File: src/rtl/zjh_cnt_pkg.sv
// zjh_cnt_pkg: shared state encoding and reset terminal counts for the cascaded counter controller
package zjh_cnt_pkg;
  typedef enum logic [1:0] {
    IDLE = 2'd0,
    RUN  = 2'd1,
    HOLD = 2'd2,
    DONE = 2'd3
  } state_t;
  localparam logic [3:0] TERM_LO_RST = 4'd13;
  localparam logic [3:0] TERM_HI_RST = 4'd0;
endpackage

File: src/rtl/zjh_cnt4_stage.sv
// zjh_cnt4_stage: 4-bit synchronous counter stage with programmable terminal, carry in/out and async clear
module zjh_cnt4_stage (
  input  logic       Clk,
  input  logic       MR,
  input  logic       clr_i,
  input  logic       en_i,
  input  logic       ci_i,
  input  logic [3:0] term_i,
  output logic [3:0] q_o,
  output logic       tc_o,
  output logic       co_o
);
  logic [3:0] q_q, q_d;
  assign tc_o = q_q == term_i;
  assign co_o = ci_i & tc_o;
  assign q_o  = q_q;
  // clear dominates; an advancing stage at its terminal wraps to zero
  always_comb q_d = clr_i ? 4'd0 : (en_i & ci_i) ? (tc_o ? 4'd0 : q_q + 4'd1) : q_q;
  // count register, cleared asynchronously by MR
  always_ff @(posedge Clk or posedge MR)
    if (MR) q_q <= '0;
    else q_q <= q_d;
endmodule

File: src/rtl/zjh_cnt_ctrl.sv
// zjh_cnt_ctrl: run controller for a units/tens cascaded counter; ZJH_CNT_CTRL_PAUSE_EN adds a HOLD (pause) state
module zjh_cnt_ctrl
  import zjh_cnt_pkg::*;
(
  input  logic       Clk,
  input  logic       MR,
  input  logic       cfg_valid,
  output logic       cfg_ready,
  input  logic [3:0] cfg_term_lo,
  input  logic [3:0] cfg_term_hi,
  input  logic       cfg_oneshot,
  input  logic       start,
  input  logic       stop,
  output logic [3:0] Q_lo,
  output logic [3:0] Q_hi,
  output logic       C,
  output logic       busy,
  output logic       done
);
`ifdef ZJH_CNT_CTRL_PAUSE_EN
  localparam state_t STOP_TGT = HOLD;
`else
  localparam state_t STOP_TGT = IDLE;
`endif
  state_t     state_q, state_d;
  logic [3:0] term_lo_q, term_hi_q;
  logic       oneshot_q, busy_q, done_q, rdy_q;
  logic       tc_lo, tc_hi, co_lo, co_hi, term, en, clr;
  assign term = tc_lo & tc_hi;
  assign en   = (state_q == RUN) & (state_d == RUN);
  assign clr  = (state_d == IDLE) | ((state_d == RUN) & (state_q != RUN) & (state_q != HOLD));
  assign C         = co_hi & (state_q == RUN);
  assign busy      = busy_q;
  assign done      = done_q;
  assign cfg_ready = rdy_q;
  zjh_cnt4_stage u_lo (
    .Clk(Clk), .MR(MR), .clr_i(clr), .en_i(en), .ci_i(1'b1), .term_i(term_lo_q),
    .q_o(Q_lo), .tc_o(tc_lo), .co_o(co_lo)
  );
  zjh_cnt4_stage u_hi (
    .Clk(Clk), .MR(MR), .clr_i(clr), .en_i(en), .ci_i(co_lo), .term_i(term_hi_q),
    .q_o(Q_hi), .tc_o(tc_hi), .co_o(co_hi)
  );
  // next state: stop beats start everywhere; a one-shot terminal parks in DONE
  always_comb
    state_d = (state_q == RUN) ? (stop ? STOP_TGT : (term & oneshot_q) ? DONE : RUN)
                               : (stop ? IDLE : start ? RUN : state_q);
  // state register with registered status outputs
  always_ff @(posedge Clk or posedge MR)
    if (MR) begin
      state_q <= IDLE;
      busy_q  <= 1'b0;
      done_q  <= 1'b0;
      rdy_q   <= 1'b1;
    end else begin
      state_q <= state_d;
      busy_q  <= state_d == RUN;
      done_q  <= state_d == DONE;
      rdy_q   <= (state_d == IDLE) | (state_d == DONE);
    end
  // configuration capture on a valid/ready transfer
  always_ff @(posedge Clk or posedge MR)
    if (MR) begin
      term_lo_q <= TERM_LO_RST;
      term_hi_q <= TERM_HI_RST;
      oneshot_q <= 1'b0;
    end else if (cfg_valid & rdy_q) begin
      term_lo_q <= cfg_term_lo;
      term_hi_q <= cfg_term_hi;
      oneshot_q <= cfg_oneshot;
    end
endmodule
File: config.mk
export PLATFORM = sky130hd
export DESIGN_NAME = zjh_cnt_ctrl
export DESIGN_NICKNAME = d
export VERILOG_FILES = /design/src/rtl/zjh_cnt_pkg.sv /design/src/rtl/zjh_cnt4_stage.sv /design/src/rtl/zjh_cnt_ctrl.sv
export SDC_FILE = /design/constraint.sdc
export NUM_CORES = 1
export LEC_CHECK = 0
export CAP_MARGIN = 0
export CORE_AREA = 3 3 61 63
export CTS_BUF_LIST = sky130_fd_sc_hd__clkbuf_16
export DETAILED_ROUTE_END_ITERATION = 10
export DIE_AREA = 0 0 64 66
export SYNTH_ARGS = -nofsm -noshare
export SYNTH_HDL_FRONTEND = slang
export SYNTH_HIERARCHICAL = 1
export SYNTH_SLANG_ARGS = --single-unit
File: constraint.sdc
create_clock -name Clk -period 2.2 [get_ports Clk]
set_input_delay 0.44 -clock Clk [delete_from_list [all_inputs] [get_ports Clk]]
set_output_delay 0.44 -clock Clk [all_outputs]
set_load 0.05 [all_outputs]
; Yosys cells after proc, flatten, opt, wreduce, memory -nomap -nowiden
; Cells that the tools add are included.
[word_totals]
reg_bits = 22
inputBits = 14
output_inout_bits = 12
wordCells = 42
[op_classes]
addsub = 2
n_eq_ne = 7
n_mux = 11
n_bitwise = 10
reduce_logical = 3
[op_table]
columns = op, n
row1 = $mux 4, 6
row2 = $mux 2, 5
row3 = $add 4x1->4 const B, 2
row4 = $and 1x1->1, 8
row5 = $eq 4x4->1, 2
row6 = $eq 2x1->1 const B, 2
row7 = $reduce_bool 2->1, 2
row8 = $eq 2x2->1 const B, 1
row9 = $logic_not 2->1, 1
row10 = $ne 2x1->1 const B, 1
row11 = $ne 2x2->1 const B, 1
row12 = $or 1x1->1, 2

; Depth between registers and ports, before layout
[logic_depth]
word_depth = 11
ltp_mapped = 11
depth_no_buf = 11

; By module
; The synthesis kept the hierarchy.
[by_module_without_submodules]
columns = mod, instances, cells_per_inst, area_each_um2, seq_area_each_um2
row1 = zjh_cnt_ctrl, 1, 42, 596.8, 355.3
row2 = zjh_cnt4_stage, 2, 30, 262.8, 100.1

; Least setup slack after synthesis
; Ideal clock, no wire load.
[synth_timing]
path_type = register to register
from = reg u_lo.q_q[0] (netlist: u_lo/q_o[0])
to = reg u_hi.q_q[3] (netlist: u_hi/q_o[3])
setup_ns = 0.082
t_arrival_ns = 2.530
t_required_ns = 2.118
path_slack_ns = -0.412
stages_incl_launch_ff = 11
n_path_buf = 0
period_less_slack_ns = 2.612
cell_sequence = dfrtp_1 -> xnor2_1 -> nand4_2 -> inv_2 -> and4_1 -> a22oi_1 -> ha_1 -> and3b_1 -> nand2_1 -> or4_1 -> a31oi_1
[synth_between]
word_cells_on_any_way = 15
classes_between = eq/ne (2) / mux (4) / bitwise (7) / reduce/logical (2)
[synth_rtl]
columns = element, line_no
row1 = start: declaration, zjh_cnt4_stage.sv:13  ; logic [3:0] q_q, q_d;
row2 = start signal: assignment, zjh_cnt4_stage.sv:22  ; else q_q <= q_d;
row3 = $eq 4x4->1, zjh_cnt4_stage.sv:14  ; assign tc_o = q_q == term_i;
row4 = named net tc_lo, zjh_cnt_ctrl.sv:28  ; logic tc_lo, tc_hi, co_lo, co_hi, term, en, clr;
row5 = $and 1x1->1, zjh_cnt_ctrl.sv:29  ; assign term = tc_lo & tc_hi;
row6 = $and 1x1->1, zjh_cnt_ctrl.sv:46  ; state_d = (state_q == RUN) ? (stop ? STOP_TGT : (term & oneshot_q) ? DONE : RUN)
row7 = $mux 2 (3 in a row), zjh_cnt_ctrl.sv:46
row8 = $eq 2x1->1, zjh_cnt_ctrl.sv:30  ; assign en = (state_q == RUN) & (state_d == RUN);
row9 = $and 1x1->1, zjh_cnt_ctrl.sv:30
row10 = named net en, zjh_cnt_ctrl.sv:28
row11 = $and 1x1->1, zjh_cnt4_stage.sv:18  ; always_comb q_d = clr_i ? 4'd0 : (en_i & ci_i) ? (tc_o ? 4'd0 : q_q + 4'd1) : q_q;
row12 = $reduce_bool 2->1 (no line), n/a
row13 = end signal: assignment, zjh_cnt4_stage.sv:22
row14 = end: declaration, zjh_cnt4_stage.sv:13
; The timed path passes the listed nets, and every way through them passes these cells.
; A chain may end at the register's enable or synchronous reset.

; Worst setup path in the final report
[layout_timing]
from = reg term_lo_q[2]
to = reg u_hi.q_q[3] (netlist: u_hi/q_o[3])
[layout_between]
word_cells_on_any_way = 15
classes_between = eq/ne (2) / mux (4) / bitwise (7) / reduce/logical (2)
[layout_rtl]
columns = element, line_no
row1 = start: declaration, zjh_cnt_ctrl.sv:26  ; logic [3:0] term_lo_q, term_hi_q;
row2 = start signal: assignment, zjh_cnt_ctrl.sv:68  ; term_lo_q <= cfg_term_lo;
row3 = $eq 4x4->1, zjh_cnt4_stage.sv:14
row4 = named net tc_lo, zjh_cnt_ctrl.sv:28
row5 = $and 1x1->1, zjh_cnt_ctrl.sv:29
row6 = $and 1x1->1, zjh_cnt_ctrl.sv:46
row7 = $mux 2 (3 in a row), zjh_cnt_ctrl.sv:46
row8 = $eq 2x1->1, zjh_cnt_ctrl.sv:30
row9 = $and 1x1->1, zjh_cnt_ctrl.sv:30
row10 = named net en, zjh_cnt_ctrl.sv:28
row11 = $and 1x1->1, zjh_cnt4_stage.sv:18
row12 = $reduce_bool 2->1 (no line), n/a
; The timed path passes the listed nets, and every way through them passes these cells.

==> out/results.ini <==
[worst_setup_path]
crit_family=simple AND/OR/NAND/NOR gates
cp_num_cells=10
cp-endpoint=u_hi/q_o[3]
cpPeakStageDelay_ns=0.55
crit_buf_inv=1
crit_slowest_cell=dfstp_2
r2r_slack_ns=-0.17
crit_arrival_ns=2.54
critPathRequiredTime_ns=2.37
timing.critical_path.cells=xnor2_2, nand4_2, inv_2, and4_4, a22oi_2, ha_2, and3b_2, nand2_2, or4_4, a31oi_1
critical_path.startpoint=term_lo_q[2]
worstSetupEndpointType=flip-flop
start_kind=flip-flop
reg2reg_depth=10
r2r_end=u_hi/q_o[3]
r2r-start=term_lo_q[2]
timing_worst_setup_path_type=flip-flop to flip-flop
worst-path-max-fanout=3

[pwr]
switching_share_pct=23.6
intPower_mw=0.785
p_comb_share_pct=17.0
pwr-share-seq_pct=45.3
p_clk_share_pct=37.7
ir_drop_mv=0.308
powerDensity_nw_per_um2=561
p_switching_mw=0.242
total_power_mw=1.03
p_leak_nw=0.794

[layout]
post-route-cell-area_um2=1830
seq_area_um2=566
antenna_cells=0
fill_cells=282
nets=181
area_growth_pct=63.1
final_util_pct=55.7
finalNonFillerCells=207
drive_gt1_share_pct=47.2
mostFrequentLayoutCells=26 x buf_4, 24 x clkdlybuf4s50_1, 10 x dfrtp_1
mostFrequentLayoutCell=buf_4
multi_input_area_um2=628

[timing]
min_period_over_period_pct=108
rsz0062_at_grt=yes
relSlewSlack_pct=62.5
min_period_ns=2.37
final_hold_viol_count=0
worstMarginPinSlew_ns=0.562
finClkSkew_ns=0.00384
fmax_mhz=422
finalSetupViolCount=8
finalSetupTns_ns=-0.616
worst_slack_ns=-0.168
drv_slew=0
fin_hold_ws_ns=0.431

[routing]
route.detailed.drc=0
drt-initial-drc-count=32
antenna_left=0
drtPass1Iterations=4
drt-total-wl_um=2720
vias=976
drt-wirelength-per-cell_um=13.1
viasPerCell=4.71

[place]
place_area_um2=1610
hpwl_um=2040
routabilityCongestion=0.764
portBuffers=25
post-place-ws_ns=-0.314
dp_cells=190

[cts]
clockBufferDepth=2
cts-root-buf=clkbuf_16
cts_tree=yes
cts_max_level=1
clkLatencyLatePin_ns=0.26
clkTransAtPathRegs_ns=0.06
cts.sinks=22
cts_buffers=3
hold_buffers=0

[synth]
synth_area_um2=1120
yosys_warnings=6
ys_ff_latch=22
ys_types=28
avgSynthCellArea_um2=11.0
yosysSeqAreaShare_pct=49.5
syn_inst=102

[global_route]
antenna_found_initial=0
grt_max_degree=15
grt_pass1_wl_um=4420
grt_pass1_vias=992
grt_use_total_pct=13.9
grt_overflow=0

[hold_path]
min_path_type=primary input to asynchronous set/reset pin

[status]
status=finished with violations
violations=negative setup slack

[floorplan]
num_io_pins=26
std_cell_rows=21
chipWidth_um=64
die_area_um2=4220
die_h_um=66
start_util_pct=34.2
core_area_um2=3280

[flow_run]
cap_viol_max_count=0

what timing repair did:
action	CTS	global route
pin swaps	12	12
endpoints found under the hold margin	0	0
buffers inserted	9	4
setup endpoints to repair	8	9
resized for setup	8	6
cell usage after synthesis:
master	number	area [µm²]
a21o_1	1	7.51
a21oi_1	6	30.0
a22o_1	1	8.76
a22oi_1	1	7.51
a31oi_1	2	12.5
and2_1	2	12.5
and3b_1	2	17.5
and4_1	1	8.76
conb_1	1	3.75
dfrtp_1	18	450
dfstp_2	4	105
ha_1	5	62.6
inv_1	4	15.0
inv_2	2	7.51
mux2_2	9	101
nand2_1	10	37.5
nand2_4	1	11.3
nand3_1	4	20.0
nand4_1	2	12.5
nand4_2	2	25.0
nor2_1	4	15.0
nor2b_1	2	12.5
nor3b_1	2	15.0
o21ai_0	2	10.0
or2_2	1	6.26
or3_1	2	12.5
or4_1	2	15.0
xnor2_1	9	78.8
sequential cells by signal, indices dropped and copies added (netlist names):
signal     cells
term_hi_q      4
term_lo_q      4
u_hi/q_o       4
u_lo/q_o       4
state_q        2
busy           1
cfg_ready      1
done           1
oneshot_q      1
layer usage:
metal  GRT usage (%)  share of wire, %  vias to the layer above
li1                -                 -                      473
met1            16.2                45                      481
met2            23.4                49                       15
met3            2.89               2.9                        7
met4            8.63               2.5                        0
met5               0                 0                        -
kinds of logic after synthesis:
logic type | count (synthesis) | synth area share (%)
other cells | 1 | 0.334
simple gates | 37 | 19.7
xor+xnor | 9 | 7.02
compound gates | 13 | 6.80
mux | 9 | 9.03
flops | 22 | 49.5
buf+inv | 6 | 2.01
fa+ha+maj | 5 | 5.57
power groups by stage:
| stage | clock network (mW) | logic, mW | registers, mW |
|---|---|---|---|
| after floorplan | 0 | 0.0881 | 0.478 |
| after global placement | 0 | 0.154 | 0.471 |
| after detailed placement | 0 | 0.159 | 0.472 |
| after CTS | 0.396 | 0.171 | 0.465 |
| after global routing | 0.410 | 0.189 | 0.469 |
| final | 0.387 | 0.174 | 0.465 |
worst min-delay path by stage:
| stage | slack (ns) | from | end | cells after the start |
|---|---|---|---|---|
| CTS | 0.44 | MR | u_lo/q_o[2] | 2 |
| finish | 0.43 | MR | u_lo/q_o[2] | 2 |
| global placement | 0.50 | oneshot_q | oneshot_q | 1 |
| detailed placement | 0.50 | oneshot_q | oneshot_q | 1 |
| global route | 0.47 | MR | u_lo/q_o[1] | 2 |
| floorplan | 0.21 | MR | u_hi/q_o[0] | 1 |
area by class of cell:
| type | count | area share [%] |
|---|---|---|
| multi-input cells | 76 | 34.3 |
| clock inverters | 1 | 0.205 |
| flip-flops and latches | 22 | 30.9 |
| repair buffers | 53 | 26.1 |
| well taps | 46 | 3.14 |
| inverters | 6 | 1.23 |
| clock buffers | 3 | 4.10 |
Note: power is estimated with default switching activity, not from simulation.
==> RTL edit, RTL diff (same settings) <==
Add a define of `ZJH_CNT_CTRL_PAUSE_EN`.
--- a/src/rtl/zjh_cnt_ctrl.sv
+++ b/src/rtl/zjh_cnt_ctrl.sv
@@ -1,4 +1,6 @@
 // zjh_cnt_ctrl: run controller for a units/tens cascaded counter; ZJH_CNT_CTRL_PAUSE_EN adds a HOLD (pause) state
+`define ZJH_CNT_CTRL_PAUSE_EN
+
 module zjh_cnt_ctrl
   import zjh_cnt_pkg::*;
 (
Check against the original RTL: not equivalent (a bounded check fails within 4 cycles, from zero or initial values).
==> RTL edit against the unedited design <==
The flow still finishes with violations (negative setup slack). Cell area up 1.2%. First-iteration DRC count down 22%. Maximum frequency increased by 2.2%. Core utilization grew 0.65 points. Area after synthesis increased by 2.8%. Die area is the same. Sequential cell count unchanged. Routed wire length increased by 4.0%. Final cell count decreased by 1.4%. Power increased by 13%. Worst setup slack improved by 52 ps. Critical path type unchanged. Largest power group unchanged. Highest routed layer unchanged.
==> RTL edit: results (changes against the unedited design) <==
- Critical path fanouts, max: 3 (unchanged)
- CP Class: reg -> reg
- Post-synthesis async set-or-reset flop share: 1.000 (unchanged)
- Clock Latency Late Sink: 250 ps
- Final WL: 2826 µm (+4.0%)
- Ys flop type: dfrtp_1
- R2r startpoint: term_lo_q[3]
- Failing checks: negative setup slack
- Leakage: 0.0008253 µW (+3.9%)
- Maximum root-to-sink buffer count: 2 (unchanged)
- Worst-path clk slew: 60 ps (about the same)
- Max-Cap Viols: 0 (unchanged)
- Yosys warnings: 6 (unchanged)
- N_diodes: 0 (unchanged)
- Port buffer count: 25 (unchanged)
- Routability cong.: 0.8371 (+9.6%)
- Root Driver: clkbuf_16
- Num CTS Buffers: 3 (unchanged)
- Initial antenna violation count: 0 (unchanged)
- Outcome: finished with violations
- Vias in the first global route: 983 (-0.91%)
- Starting DRT DRC Count: 25 (-22%)
- Critical path arrival: 2480 ps (-60 ps)
- Post-synth cell types: 27 (-3.6%)
- Register area share after synthesis: 0.4816 (-0.01342)
- Final setup vio count: 5 (-3)
- Pin count of the biggest net entering global routing: 15 (unchanged)
- Post-DP HPWL: 2046 µm (+0.17%)
- Post-Place Setup Slack: -251.3 ps (+62.90 ps)
- Ranking of synthesized cells by area: dfrtp_1, mux2_4, dfstp_2, xnor2_1, ha_1
- Top cell types by occurrence after synthesis: dfrtp_1, nand2_1, mux2_4, xnor2_1, a21oi_1
- Worst Skew: 3.323 ps (-0.5127 ps)
- GRT Util Overall: 0.1396 (+0.0003646)
- Via count: 971 (-0.51%)
- Pre-antenna DRT Iters: 4 (unchanged)
- Worst setup margin: -115.9 ps (+51.90 ps)
- Post-layout net count: 178 (-1.7%)
- Fill cell count: 294 (+4.3%)
- VDD IR-drop max: 0.4629 mV (+50%)
- Hold Crit Class: in -> async
- First-pass GRT wire length: 4498 µm (+1.7%)
- Pin slew with the least headroom to its limit: 571.9 ps (+10.00 ps)
- CTS H-Tree Depth: 1 (unchanged)
- Layout cells sized above 1: 0.4747 (+0.002634)
- Number of synthesized flops with an enable pin: 0 (unchanged)
RTL edit: changes by cell type in the layout (fill, tap and decap cells not counted), sizes merged:
cell,change
inv,+1
nor2b,+1
buf,-3
and2,+2
clkinv,-1
and4,-1
nor2,-1
a31o,+1
and3b,-2
RTL edit: worst paths after layout:
path / endpoint / slack [ps] / cells after the start
max: u_lo/q_o[3] / -120 / 10
min: u_hi/q_o[3] / 440 / 2
max reg2reg: u_lo/q_o[3] / -120 / 10
min reg2reg: term_hi_q[3] / 530 / 1
max in group asynchronous: term_lo_q[3] / 1210 / 2
min in group Clk: term_hi_q[3] / 530 / 1
RTL edit: area by class of cell:
cell class	count	share of cell area
Multi-Input combinational cell	76	0.3628
Timing Repair Buffer	50	0.2459
Clock buffer	3	0.04054
Clock inverter	1	0.002027
Inverter	6	0.01216
Tap cell	46	0.03108
Sequential cell	22	0.3054
RTL edit: cell families after synthesis:
| family | Yosys count | synth area share |
|---|---|---|
| other | 1 | 0.003251 |
| xor gates and xnor gates | 9 | 0.06833 |
| AOI/OAI and AO/OA | 14 | 0.07376 |
| DFF | 22 | 0.4816 |
| and+or+nand+nor | 36 | 0.1822 |
| muxes | 9 | 0.1171 |
| adders and majority gates | 5 | 0.05423 |
| buffers and inverters | 6 | 0.01952 |
RTL edit: layer usage:
layer  routed length, µm  share of wire  vias to the layer above  track usage
li1                    -              -                      465            -
met1                1233           0.44                      461       0.1729
met2                1403           0.50                       35       0.2297
met3                 123          0.044                       10      0.03912
met4                  66          0.023                        0      0.05391
met5                   0              0                        -            0
RTL edit: stage by stage:
step           instance area, µm²  power [µW]  instances  setup TNS, ps
6_report                     1852        1161        204         -472.2
5_1_grt                      1852        1222        204         -993.1
4_1_cts                      1805        1164        201         -387.4
3_5_place_dp                 1669       759.1        193          -1449
3_3_place_gp                 1669       754.9        193         -858.5
2_1_floorplan                1216       674.9        104         -272.7
RTL edit: critical path: stages, from the launching register on:
cell and delay, ps:
dfstp_2 550, xnor2_2 70, nand4_2 120, inv_2 60, a31o_4 230, a22oi_2 160
ha_2 210, and2_4 150, nand2_2 50, or4_1 470, a31oi_1 150
RTL edit: what timing repair did:
action	4_1_cts	5_1_grt
setup buffers	4	3
endpoints found under the setup margin	7	7
pin swaps	9	6
resized for setup	8	6
RTL edit: power breakdown:
| group | switching, µW | leakage, µW | internal, µW |
|---|---|---|---|
| sequential | 37.6 | 0.000263 | 461 |
| clock | 143 | 0.0000423 | 242 |
| combinational | 113 | 0.000520 | 165 |
| total | 293 | 0.000825 | 868 |
